File: config.mk
export PLATFORM = sky130hd
export DESIGN_NAME = sdram_row_scheduler
export DESIGN_NICKNAME = d
export VERILOG_FILES = /design/src/rtl/sdram_row_scheduler.sv
export SDC_FILE = /design/constraint.sdc
export NUM_CORES = 1
export LEC_CHECK = 0
export ABC_CLOCK_PERIOD_IN_PS = 4050
export BUFFER_PORTS_ARGS = -buffer_cell sky130_fd_sc_hd__buf_2
export CORE_MARGIN = 3
export CORE_UTILIZATION = 55
export CTS_CLUSTER_DIAMETER = 80
export CTS_CLUSTER_SIZE = 12
export DETAILED_ROUTE_END_ITERATION = 7
export PLACE_DENSITY = 0.87
export SYNTH_ARGS = -nofsm -noshare
export SYNTH_HDL_FRONTEND = slang
export SYNTH_SLANG_ARGS = --single-unit
File: constraint.sdc
create_clock -name clk -period 4.05 [get_ports clk]
set_input_delay 0.81 -clock clk [delete_from_list [all_inputs] [get_ports clk]]
set_output_delay 0.81 -clock clk [all_outputs]
set_load 0.05 [all_outputs]
File: src/rtl/sdram_row_scheduler.sv
// sdram_row_scheduler: arbitrates display fetch, capture writeback and refresh onto one SDRAM command port.
//
// Ports:
//   clk, reset_n            system clock, synchronous active-low reset
//   g_req / g_ack           display toggle handshake (pending while g_req ^ g_ack)
//   g_cache_row, g_sdram_row  display line-cache half and SDRAM row to read
//   c_req / c_ack           capture toggle handshake (pending while c_req ^ c_ack)
//   c_cache_row, c_sdram_row  capture-buffer half and SDRAM row to write
//   cmd_valid / cmd_ready   command handshake to the SDRAM controller
//   cmd_op                  0 = read, 1 = write, 2 = refresh
//   cmd_sdram_row, cmd_cache_row  fields of the offered command
//   cmd_done                one-cycle pulse when the accepted command finishes
// Optional build macro SCHED_STATS_EN adds parameter DISP_DEADLINE, input stat_clear
// and output stat_late (saturating count of display requests acked late).
module sdram_row_scheduler #(
    parameter int REFRESH_INTERVAL = 780,
    parameter int REFRESH_MAX = 4
`ifdef SCHED_STATS_EN
    , parameter int DISP_DEADLINE = 1200
`endif
) (
    input  logic       clk,
    input  logic       reset_n,
    input  logic       g_req,
    output logic       g_ack,
    input  logic       g_cache_row,
    input  logic [9:0] g_sdram_row,
    input  logic       c_req,
    output logic       c_ack,
    input  logic       c_cache_row,
    input  logic [9:0] c_sdram_row,
    output logic       cmd_valid,
    input  logic       cmd_ready,
    output logic [1:0] cmd_op,
    output logic [9:0] cmd_sdram_row,
    output logic       cmd_cache_row,
    input  logic       cmd_done
`ifdef SCHED_STATS_EN
    , input  logic        stat_clear
    , output logic [15:0] stat_late
`endif
);
    typedef enum logic [1:0] {IDLE, ISSUE, BUSY, DONE} state_t;

    localparam logic [1:0] OP_READ = 2'd0;
    localparam logic [1:0] OP_WRITE = 2'd1;
    localparam logic [1:0] OP_REFRESH = 2'd2;
    localparam int TW = $clog2(REFRESH_INTERVAL);
    localparam logic [TW-1:0] T_LAST = TW'(REFRESH_INTERVAL - 1);
    localparam logic [2:0] R_MAX = 3'(REFRESH_MAX);

    state_t state, next_state;
    logic [TW-1:0] timer;
    logic [2:0] debt;
    logic [1:0] skip;
    logic g_pend, c_pend, starve, grant, wrap, ref_done;
    logic [1:0] grant_op;

    always_comb begin
        g_pend = g_req ^ g_ack;
        c_pend = c_req ^ c_ack;
        starve = skip == 2'd3;
        wrap = timer == T_LAST;
        ref_done = state == DONE && cmd_op == OP_REFRESH;
        grant = state == IDLE && (debt != 3'd0 || g_pend || c_pend);
        // starved capture jumps ahead of ordinary refresh, never ahead of display or urgent refresh
        grant_op = debt >= R_MAX       ? OP_REFRESH :
                   g_pend              ? OP_READ    :
                   (starve && c_pend)  ? OP_WRITE   :
                   debt != 3'd0        ? OP_REFRESH : OP_WRITE;
        next_state = state;
        case (state)
            IDLE:  next_state = grant ? ISSUE : IDLE;
            ISSUE: next_state = cmd_ready ? BUSY : ISSUE;
            BUSY:  next_state = cmd_done ? DONE : BUSY;
            DONE:  next_state = IDLE;
            default: next_state = IDLE;
        endcase
    end

    always_ff @(posedge clk) begin
        if (!reset_n) begin
            state <= IDLE;
            timer <= '0;
            debt <= '0;
            skip <= '0;
            g_ack <= 1'b0;
            c_ack <= 1'b0;
            cmd_valid <= 1'b0;
            cmd_op <= OP_READ;
            cmd_sdram_row <= '0;
            cmd_cache_row <= 1'b0;
        end else begin
            state <= next_state;
            cmd_valid <= next_state == ISSUE;
            timer <= wrap ? '0 : timer + 1'b1;
            if (wrap && !ref_done && debt != 3'd7)
                debt <= debt + 3'd1;
            else if (ref_done && !wrap)
                debt <= debt - 3'd1;
            if (grant) begin
                cmd_op <= grant_op;
                cmd_sdram_row <= grant_op == OP_READ ? g_sdram_row : grant_op == OP_WRITE ? c_sdram_row : '0;
                cmd_cache_row <= grant_op == OP_READ ? g_cache_row : grant_op == OP_WRITE && c_cache_row;
                skip <= grant_op == OP_WRITE ? 2'd0 : (c_pend && !starve) ? skip + 2'd1 : skip;
            end
            if (state == DONE) begin
                g_ack <= g_ack ^ (cmd_op == OP_READ);
                c_ack <= c_ack ^ (cmd_op == OP_WRITE);
            end
        end
    end

`ifdef SCHED_STATS_EN
    localparam int AW = $clog2(DISP_DEADLINE + 2);
    localparam logic [AW-1:0] AGE_LATE = AW'(DISP_DEADLINE + 1);
    logic [AW-1:0] g_age;

    // g_age counts clocks the display request has been pending, parked once it is already late
    always_ff @(posedge clk) begin
        if (!reset_n) begin
            g_age <= '0;
            stat_late <= '0;
        end else begin
            g_age <= !g_pend ? '0 : g_age == AGE_LATE ? g_age : g_age + 1'b1;
            if (stat_clear)
                stat_late <= '0;
            else if (state == DONE && cmd_op == OP_READ && g_age == AGE_LATE && stat_late != 16'hFFFF)
                stat_late <= stat_late + 16'd1;
        end
    end
`endif
endmodule

Yosys cells after proc, flatten, opt, wreduce, memory -nomap -nowiden. Cells that the tools add are included.

Bits in latches: 0. Memories kept: 0. ROM bits: 0. Memory bits (writable): 0. Bits in registers: 33.

Reductions and logical operators: 21. Order comparisons: 1. Add/sub/neg operators: 4. Div/mod/pow operators: 0. Shift-type cells: 0. Multipliers: 0. Muxes and demuxes: 15. Equal/unequal tests: 10. Bitwise logic cells: 5.

Operators by type and width (count): 10-bit 2-to-1 mux (2); 2-bit 2-to-1 mux (7); 10-bit by 1-bit adder with 10-bit output (second input constant) (1); 10-bit equality test (second input constant) (1); 2-bit by 1-bit equality test with 1-bit output (second input constant) (4); 2-bit equality test (second input constant) (4); 1-bit logical AND (8); 2-bit case mux with 4 select lines (1); 2-bit zero test (3); 3-bit 2-to-1 mux (2); 2-bit nonzero test (2); 1-bit XOR (4); 3-bit by 1-bit adder with 3-bit output (second input constant) (1); 3-bit greater-or-equal comparator (second input constant) (1); 1-bit zero test (3); 1-bit 2-to-1 mux (3); 3-bit != test (second input constant) (1); 3-bit nonzero test (1); 3-bit by 1-bit subtractor with 3-bit output (second input constant) (1); 2-bit by 1-bit adder with 2-bit output (second input constant) (1); 1-bit logical OR (2); 2-bit AND reduction (1); 2-bit OR reduction (1); 1-bit inverter (1).

Logic depth before layout (Yosys ltp). Gate-level depths: netlist of the first run.

Word-level depth: 8. Mapped depth: 8. Mapped depth without buffers: 8.

Worst setup path before layout of the first run. OpenSTA, ideal clock, no wires.

Kind: reg-to-reg. From: register timer[0]. To: register debt[2]. Slack: 1834 ps. Library setup time: 72 ps. Stages on the path, launching flop included: 9. Required time: 3978 ps. Buffers on the path: 0. Arrival: 2144 ps. Cells stage by stage: dfxtp_1 -> ha_1 -> nor4b_1 -> nand4_1 -> or2_2 -> fa_1 -> and3_1 -> mux2i_1 -> mux2i_1.

Longest elaborated chain between the ends: 4. Elaborated cells between the ends (all ways): 7. Classes of those cells: eq/ne: 1; mux: 1; reduce/logical: 5.

RTL lines: start: declaration (line 53) `logic [TW-1:0] timer;`; start signal: assignment (line 96) `timer <= wrap ? '0 : timer + 1'b1;`; 10-bit equality test * (line 63) `wrap = timer == T_LAST;`; 1-bit logical AND / 1-bit zero test (equally long branches) (line 97, 99); 1-bit logical AND, on equally long branches (line 97, 99); 3-bit 2-to-1 mux / 2-bit nonzero test (equally long branches); end signal: assignment (line 98) `debt <= debt + 3'd1;`; end signal: assignment (line 100) `debt <= debt - 3'd1;`; end: declaration (line 54) `logic [2:0] debt;`.

Mark *: on every way between the ends. The rest lies on a longest branch, timed or not. A chain may end at the register's enable or synchronous reset.

Worst setup path in the final report of the first run. Same ends and word-level chain as after synthesis.

==> reports/metrics.cfg, run 1 <==
[critical_path]
crit_cells = 8
path_max_fanout = 5
regToRegEndpoint = debt[2]
path_buf_inv = 0
path_common_cell = mux2i_1
worstSetupStartpointType = flop
cp.arrival_ns = 2.67
slowest_delay_ns = 0.38
path_cells = ha_1, nor4b_1, nand4_1, or2_2, fa_1, and3_1, mux2i_1, mux2i_1
cp_slowest_cell = dfxtp_1
path_class = flop to flop
cp.required_ns = 4.31
r2r_cells = 8
rrSetupSlack_ns = 1.65
crit_start = timer[0]
worstSetupEndpointType = flop
rr_startpoint = timer[0]
crit_end = debt[2]
cp_top_family = simple AND/OR/NAND/NOR gates

[pwr]
clkPwrFrac_pct = 32.3
p_leak_nw = 0.889
p_switching_uw = 239
ir_worst_vdd_mv = 0.362
p_comb_share_pct = 21.1
p_int_uw = 552
power_density_nw_per_um2 = 428
power.share.sequential_pct = 46.6
p_sw_share_pct = 30.2

[finish]
antennaDiodeCount = 0
fillers = 202
nNetsFinal = 244
fin_cells = 244
final-seq-area_sq_um = 661
multiInputGateArea_sq_um = 800
area_growth_pct = 18.6
drive_above_1_share_pct = 25.7

[placement]
dp_cells = 236
gp_congestion = 0.858
port_buffers = 43
hpwl_mm = 2.61

[yosys]
ys_ff_latch = 33
syn_area_sq_um = 1560
syn_avg_cell_area_sq_um = 9.16
yosys.area.top_type = dfxtp_1
synth_nets = 201
synth.most_common_cell = dfxtp_1
yosys_warnings = 0
synthTopCellsByCount = dfxtp_1 (33), nor2_1 (25), nand2_1 (14)
synth_edf_count = 0
synth_top_cell_area_share_pct = 42.4
synth_ff_type = dfxtp_1
ys_async_sr_fraction_pct = 0
synth_cells = 170
synth_area_leaders = dfxtp_1 (42%), a221o_1 (7.1%), nor2_1 (6.0%), xnor2_1 (5.1%), nand2_1 (3.4%)
synth-seq-area-share_pct = 42.4
yosysUniqueCellTypes = 37

[global_routing]
grt_max_degree = 21
antenna_found_initial = 0
grt_usage_pct = 21.2
grt_pass1_wl_mm = 5.55
grt_pass1_vias = 1329
overflow = 0

[floorplan]
die-height_microns = 59.2
start_util_pct = 60.1
die_w_microns = 59.2
io_pins = 44
core_area_sq_um = 2590
rows = 18
dieArea_sq_um = 3500

[sta]
finalHoldViolCount = 0
slew_viol_final = 0
fin_setup_tns_ns = 0
worst_clock_skew_ns = 0.00997
rsz0062_at_grt = no
max-slew-margin-rel_pct = 69.8
fin_crit_sh_pct = 59.3
tightest_slew_ns = 0.452
setup_viol = 0
max_freq_ghz = 0.416
period_minus_slack_ns = 2.40

[route]
first_iter_violations = 52
drc_errors = 0
vias = 1330
drt-pass1-iter-count = 4
routed_wl_mm = 3.36
antenna_left = 0
via_per_inst = 5.45
wl_per_cell_microns = 13.8

[clock_network]
cts_buffer_depth = 2
cts.hold.buffers_added = 0
cts_resized = 0
root_buffer = clkbuf_4
cts.clk_slew.worst_paths_ns = 0.10
cts_max_level = 2
clk_latency_ns = 0.33
cts_num_sinks = 33
cts_tree = built
numCtsBuffers = 5
cts_setup_buffers = 0

[hold_path]
hold_start = timer[0]
hold_class = flop to flop

[run_status]
status = completed

[flow_run]
drv_cap = 0

[layout by cell type (no fill, tap or decap), drive strengths merged, types with 2 or more instances in the layout]
| master | n |
|---|---|
| buf | 43 |
| dfxtp | 33 |
| nor2 | 25 |
| nand2 | 14 |
| inv | 13 |
| a221o | 11 |
| xnor2 | 9 |
| clkbuf | 7 |
| xor2 | 6 |
| mux2i | 5 |
| nand3 | 4 |
| nor3 | 4 |
| a21oi | 4 |
| nor3b | 3 |
| and3 | 3 |
| nand2b | 3 |
| and2 | 3 |
| nand4b | 2 |
| nor4 | 2 |
| o21ai | 2 |
| o31a | 2 |
| ha | 2 |
| or2 | 2 |
[registers in the layout, indices dropped and copies added (netlist names)]
name           count
debt               3
state              2
skip               2
cmd_sdram_row     10
cmd_op             2
timer             10
cmd_cache_row      1
cmd_valid          1
c_ack              1
g_ack              1
[area by class of cell]
cell class              count  share of cell area, %
clock buffers               7                   2.98
clock inverters             1                   1.63
well taps                  30                   2.03
inverters                  13                   2.64
multi-input cells         117                   43.3
repair buffers             43                   11.7
flip-flops and latches     33                   35.8
[metrics by stage]
step                hold WS (ns)  total power, mW  worst slack [ns]  util (%)  area (sq um)
detailed placement         0.457            0.542              1.66      68.0          1760
floorplan                  0.430            0.502              1.83         -          1560
global route               0.492            0.829              1.43      71.3          1850
global placement           0.444            0.535              1.76      68.0          1760
CTS                        0.479            0.795              1.62      71.3          1850
finish                     0.479            0.791              1.65      71.3          1850
[worst min path at each step]
stage	cells after the start	slack [ns]	to
2_1_floorplan	1	0.43	timer[0]
3_3_place_gp	1	0.44	timer[0]
3_5_place_dp	1	0.46	timer[0]
4_1_cts	1	0.48	timer[0]
5_1_grt	1	0.49	timer[0]
6_report	1	0.48	timer[0]
[routing by layer]
layer | routed length (microns) | vias up | GRT usage [%]
met5 | 0 | - | 0
met3 | 112 | 8 | 6.75
met1 | 1330 | 631 | 20.9
met4 | 64 | 0 | 10.4
met2 | 1850 | 24 | 39.2
li1 | - | 667 | -
[worst register-to-register path: stages (launching register included)]
cell,delay [ns]
dfxtp_1,0.38
ha_1,0.21
nor4b_1,0.24
nand4_1,0.25
or2_2,0.37
fa_1,0.38
and3_1,0.16
mux2i_1,0.16
mux2i_1,0.20
[logic make-up (layout without fill, tap and decap cells)]
logic type / Yosys count / in the layout / share of synthesized area (%)
flip-flops: 33 / 33 / 42.4
AND/OR/NAND/NOR: 70 / 70 / 22.4
adder cells (fa/ha/maj): 3 / 3 / 2.89
multiplexers: 6 / 6 / 3.94
buffers and inverters: 20 / 64 / 6.19
XOR/XNOR: 15 / 15 / 8.44
AO/OA/AOI/OAI: 23 / 23 / 13.7
[power groups by stage]
stage / registers [mW] / logic (mW) / clock network, mW
after floorplan: 0.431 / 0.0715 / 0
after global placement: 0.374 / 0.162 / 0
after detailed placement: 0.375 / 0.167 / 0
after CTS: 0.368 / 0.167 / 0.259
after global routing: 0.372 / 0.179 / 0.278
final: 0.368 / 0.167 / 0.256
(Power assumes the default switching activity.)
==> run 2: changes to the inputs <==
==> config.mk (replaced) <==
export PLATFORM = sky130hd
export DESIGN_NAME = sdram_row_scheduler
export DESIGN_NICKNAME = d
export VERILOG_FILES = /design/src/rtl/sdram_row_scheduler.sv
export SDC_FILE = /design/constraint.sdc
export NUM_CORES = 1
export LEC_CHECK = 0
export ABC_AREA = 1
export ABC_CLOCK_PERIOD_IN_PS = 2400
export BUFFER_PORTS_ARGS = -buffer_cell sky130_fd_sc_hd__buf_2
export CORE_MARGIN = 3
export CORE_UTILIZATION = 52
export CTS_CLUSTER_DIAMETER = 80
export CTS_CLUSTER_SIZE = 12
export DETAILED_ROUTE_END_ITERATION = 7
export PLACE_DENSITY = 0.81
export SYNTH_ARGS = -nofsm -noshare
export SYNTH_HDL_FRONTEND = slang
export SYNTH_SLANG_ARGS = --single-unit
==> constraint.sdc (replaced) <==
create_clock -name clk -period 2.4 [get_ports clk]
set_input_delay 0.48 -clock clk [delete_from_list [all_inputs] [get_ports clk]]
set_output_delay 0.48 -clock clk [all_outputs]
set_load 0.05 [all_outputs]
==> reports/metrics.cfg, run 2 <==
[sta]
whs_ns = 0.444
rsz0062_at_grt = no
max-slew-margin-rel_pct = 67.4
worst_clock_skew_ns = 0.00551
max_freq_ghz = 0.524
fin_crit_sh_pct = 79.5
period_minus_slack_ns = 1.91
tightest_slew_ns = 0.486
slew_viol_final = 0
finalHoldViolCount = 0
fin_setup_tns_ns = 0
setup_viol = 0

[pwr]
p_leak_nw = 0.960
power_density_nw_per_um2 = 612
ir_worst_vdd_mv = 0.413

[yosys]
synth_top_family_by_area = simple AND/OR/NAND/NOR gates
yosys_warnings = 0
ys_ff_latch = 33
synth-seq-area-share_pct = 37.5
synthMuxAreaShare_pct = 0
synth-xor-area-share_pct = 0.497
synth_area_leaders = dfxtp_1 (37%), nand2_1 (16%), nand3_1 (9.1%), a21oi_1 (6.5%), inv_1 (4.7%)
ys_async_sr_fraction_pct = 0
synth_top_cell_area_share_pct = 37.5
syn_area_sq_um = 1760
synthTopCellsByCount = nand2_1 (77), dfxtp_1 (33), nand3_1 (32)
yosysUniqueCellTypes = 33
synth_edf_count = 0
synth_nets = 287
syn_avg_cell_area_sq_um = 6.89
synth_cells = 256
synthAdderAreaFrac_pct = 2.56
synth.most_common_cell = nand2_1
yosys.area.top_type = dfxtp_1
synth_ff_type = dfxtp_1
yosys.area_share.simple_pct = 39.3
synth_compound_area_share_pct = 10.6

[route]
wl_per_cell_microns = 10.4
via_per_inst = 4.96
routed_wl_mm = 3.55
first_iter_violations = 98
drc_errors = 0
antenna_left = 0
drt-pass1-iter-count = 4
vias = 1698

[global_routing]
grt_pass1_wl_mm = 6.09
overflow = 0
antenna_found_initial = 0
grt_pass1_vias = 1451
grt_usage_pct = 18.1
grt_max_degree = 18

[critical_path]
rrSetupSlack_ns = 0.49
cp_slowest_cell = fa_1
path_cells = ha_1, inv_1, nor2_1, nand3_1, nor2_1, nand2_2, fa_1, inv_1, nand3_1, a21oi_1, nor2_1
worstSetupStartpointType = flop
slowest_delay_ns = 0.39
path_max_fanout = 5
path_common_cell = nor2_1
worstSetupEndpointType = flop
cp.arrival_ns = 2.14
cp.required_ns = 2.64
path_class = flop to flop

[finish]
layout_commonest_cell = nand2_1
antennaDiodeCount = 0
area_growth_pct = 14.8
post-route-util_pct = 64.2
final_cell_mix = nand2_1 (77), buf_2 (43), dfxtp_1 (33)
multiInputGateArea_sq_um = 933
nNetsFinal = 329
fillers = 314
final-seq-area_sq_um = 661
drive_above_1_share_pct = 23.2
top_regs = cmd_sdram_row: 10 flops, timer: 10 flops, debt: 3 flops

[clock_network]
cts_tree = built
cts_max_level = 2
cts_setup_buffers = 0
root_buffer = clkbuf_4
clk_latency_ns = 0.33
cts_buffer_depth = 2
cts.hold.buffers_added = 0
numCtsBuffers = 5
cts.clk_slew.worst_paths_ns = 0.10
cts_num_sinks = 33
cts_resized = 0

[floorplan]
rows = 20
core_area_sq_um = 3150
die-height_microns = 64.2
dieArea_sq_um = 4120
io_pins = 44
die_w_microns = 64.2
start_util_pct = 55.9

[placement]
port_buffers = 43
hpwl_mm = 2.66
gp_congestion = 0.869

[flow_run]
drv_cap = 0

[run_status]
status = completed

[hold_path]
hold_class = input port to flop

run 2: critical path: cells and delay by family (launching register included):
| family | cells | cell delay [ns] |
|---|---|---|
| AOI/OAI and AO/OA | 1 | 0.15 |
| adders and majority gates | 2 | 0.59 |
| buffers and inverters | 2 | 0.13 |
| DFF | 1 | 0.38 |
| and+or+nand+nor | 6 | 0.57 |
run 2: per-stage QoR:
stage / total power [mW] / instance area [sq um] / setup slack (ns) / cells
2_1_floorplan: 0.872 / 1760 / 0.496 / 256
3_3_place_gp: 0.928 / 1970 / 0.556 / 335
3_5_place_dp: 0.933 / 1970 / 0.501 / 335
4_1_cts: 1.25 / 2020 / 0.481 / 342
5_1_grt: 1.31 / 2020 / 0.323 / 342
6_report: 1.24 / 2020 / 0.493 / 342
run 2: cells by family (layout without fill, tap and decap cells):
| kind of cell | count (synthesis) | count (layout) |
|---|---|---|
| fa+ha+maj | 3 | 3 |
| buf+inv | 36 | 78 |
| simple gates | 150 | 150 |
| compound gates | 33 | 33 |
| flops | 33 | 33 |
| xor+xnor | 1 | 1 |
run 2: layout make-up:
type | count | area share [%]
Multi-Input combinational cell | 187 | 46.1
Inverter | 28 | 5.19
Sequential cell | 33 | 32.6
Timing Repair Buffer | 43 | 10.6
Tap cell | 44 | 2.72
Clock buffer | 7 | 2.72
run 2: layer usage:
metal	up-vias	share of wire [%]	GRT usage [%]
li1	905	-	-
met1	745	48	23.4
met2	43	46	28.9
met3	5	5.4	4.92
met4	0	1.1	6.07
met5	-	0	0
run 2: where the power goes:
group          internal (mW)  switching, mW  total, mW  leakage [nW]
Sequential             0.586         0.0262      0.612         0.270
Clock                  0.138          0.181      0.319        0.0314
Combinational         0.0895          0.217      0.307         0.659
run 2: worst paths after layout:
path | from | to | cells after the start
worst max-delay path | timer[0] | debt[2] | 11
worst min-delay path | reset_n | debt[0] | 3
worst max register to register | timer[0] | debt[2] | 11
worst min register to register | cmd_sdram_row[0] | cmd_sdram_row[0] | 2
==> run 3: changes to the inputs <==
--- a/config.mk
+++ b/config.mk
@@ -6,14 +6,14 @@
 export NUM_CORES = 1
 export LEC_CHECK = 0
 export ABC_AREA = 1
-export ABC_CLOCK_PERIOD_IN_PS = 2400
+export ABC_CLOCK_PERIOD_IN_PS = 1550
 export BUFFER_PORTS_ARGS = -buffer_cell sky130_fd_sc_hd__buf_2
 export CORE_MARGIN = 3
-export CORE_UTILIZATION = 52
+export CORE_UTILIZATION = 47
 export CTS_CLUSTER_DIAMETER = 80
 export CTS_CLUSTER_SIZE = 12
 export DETAILED_ROUTE_END_ITERATION = 7
-export PLACE_DENSITY = 0.81
+export PLACE_DENSITY = 0.78
 export SYNTH_ARGS = -nofsm -noshare
 export SYNTH_HDL_FRONTEND = slang
 export SYNTH_SLANG_ARGS = --single-unit
==> constraint.sdc (replaced) <==
create_clock -name clk -period 1.55 [get_ports clk]
set_input_delay 0.31 -clock clk [delete_from_list [all_inputs] [get_ports clk]]
set_output_delay 0.31 -clock clk [all_outputs]
set_load 0.05 [all_outputs]
==> reports/metrics.cfg, run 3 (synthesis gave the netlist of run 2 again) <==
[run_status]
status = complete, but fails checks
violations = setup timing

[critical_path]
cp.arrival_ns = 1.87
path_cells = ha_4, inv_2, nor2_1, nand3_1, nor2_2, nand2_2, fa_2, inv_2, nand3_2, a21oi_1, nor2_1
path_max_fanout = 2
worstSetupStartpointType = flop
path_class = flop to flop
worstSetupEndpointType = flop
cp_slowest_cell = dfxtp_2
slowest_delay_ns = 0.36
cp.required_ns = 1.74
rrSetupSlack_ns = -0.13

[clock_network]
clk_latency_ns = 0.29
cts_tree = built
cts.clk_slew.worst_paths_ns = 0.07
numCtsBuffers = 5
cts_num_sinks = 33
cts.hold.buffers_added = 0
cts_max_level = 2
cts_buffer_depth = 2
root_buffer = clkbuf_8

[sta]
slew_viol_final = 0
fin_setup_tns_ns = -0.180
layout_setup_ws_ns = -0.133
finalHoldViolCount = 0
period_minus_slack_ns = 1.68
whs_ns = 0.327
max_freq_ghz = 0.594
worst_clock_skew_ns = 0.00672
max-slew-margin-rel_pct = 81.5
tightest_slew_ns = 0.276
rsz0062_at_grt = yes
setup_viol = 2
fin_crit_sh_pct = 109

[route]
via_per_inst = 4.76
vias = 1766
routed_wl_mm = 3.95
drc_errors = 0
wl_per_cell_microns = 10.6
antenna_left = 0
drt-pass1-iter-count = 5
first_iter_violations = 48

[floorplan]
die-height_microns = 67.2
rows = 21
start_util_pct = 50.8
die_w_microns = 67.2
core_area_sq_um = 3470
dieArea_sq_um = 4520
io_pins = 44

[finish]
finalInstanceArea_sq_um = 2320
fillers = 308
final-seq-area_sq_um = 669
final_cell_mix = nand2_1 (76), buf_2 (43), nand3_1 (30)
nNetsFinal = 356
post-route-util_pct = 66.8
multiInputGateArea_sq_um = 967
antennaDiodeCount = 0
drive_above_1_share_pct = 33.8
top_regs = cmd_sdram_row: 10 flops, timer: 10 flops, debt: 3 flops
area_growth_pct = 31.4
layout_commonest_cell = nand2_1

[pwr]
p_leak_nw = 1.12
power_density_nw_per_um2 = 919
ir_worst_vdd_mv = 0.647

[global_routing]
grt_usage_pct = 19.2
grt_pass1_wl_mm = 6.56
overflow = 0
grt_max_degree = 18
grt_pass1_vias = 1571
antenna_found_initial = 0

[placement]
port_buffers = 43
gp_congestion = 0.818
hpwl_mm = 2.97
place_area_sq_um = 2170

[hold_path]
hold_class = input port to flop

[flow_run]
drv_cap = 0

==> run 3: critical path, delay by kind of cell (launching register included) <==
| kind | cells | cell delay, ns |
|---|---|---|
| flip-flops | 1 | 0.36 |
| adder cells (fa/ha/maj) | 2 | 0.49 |
| AND/OR/NAND/NOR | 6 | 0.51 |
| AO/OA/AOI/OAI | 1 | 0.13 |
| buffers and inverters | 2 | 0.09 |
==> run 3: where the power goes <==
group | internal (mW) | total (mW) | switching, mW
sequential | 0.911 | 0.943 | 0.0322
combinational | 0.180 | 0.540 | 0.360
clock | 0.352 | 0.645 | 0.293
==> run 3: worst paths after layout <==
check	from	endpoint	depth (start not counted)
worst max-delay path	timer[1]	debt[2]	11
worst min-delay path	reset_n	debt[2]	3
worst max register to register	timer[1]	debt[2]	11
worst min register to register	cmd_sdram_row[1]	cmd_sdram_row[1]	2
==> run 3: metal layers <==
layer	track usage (%)	part of all wire, %	vias up
met3	4.99	3.9	11
met1	22.7	45	765
met2	31.2	48	31
met4	11.1	2.9	0
li1	-	-	959
met5	0	0	-
==> run 3: per-stage QoR <==
stage | total power, mW | std cells | setup WS, ns
after floorplan | 1.36 | 256 | -0.0832
after global placement | 1.49 | 358 | -0.0826
after detailed placement | 1.50 | 358 | -0.111
after CTS | 2.14 | 370 | -0.0872
after global routing | 2.24 | 371 | -0.268
final | 2.13 | 371 | -0.133
==> run 3: area by class of cell <==
cell class              instances  share of cell area, %
inverters                      28                   4.54
flip-flops and latches         33                   28.9
repair buffers                 70                   18.6
well taps                      46                   2.49
clock buffers                   7                   3.73
multi-input cells             187                   41.8
==> run 3: what timing repair did <==
action,CTS,global route
setup buffers,5,1
endpoints found under the setup margin,2,4
pin swaps,2,1
endpoints found under the hold margin,0,0
resized for setup,2,3
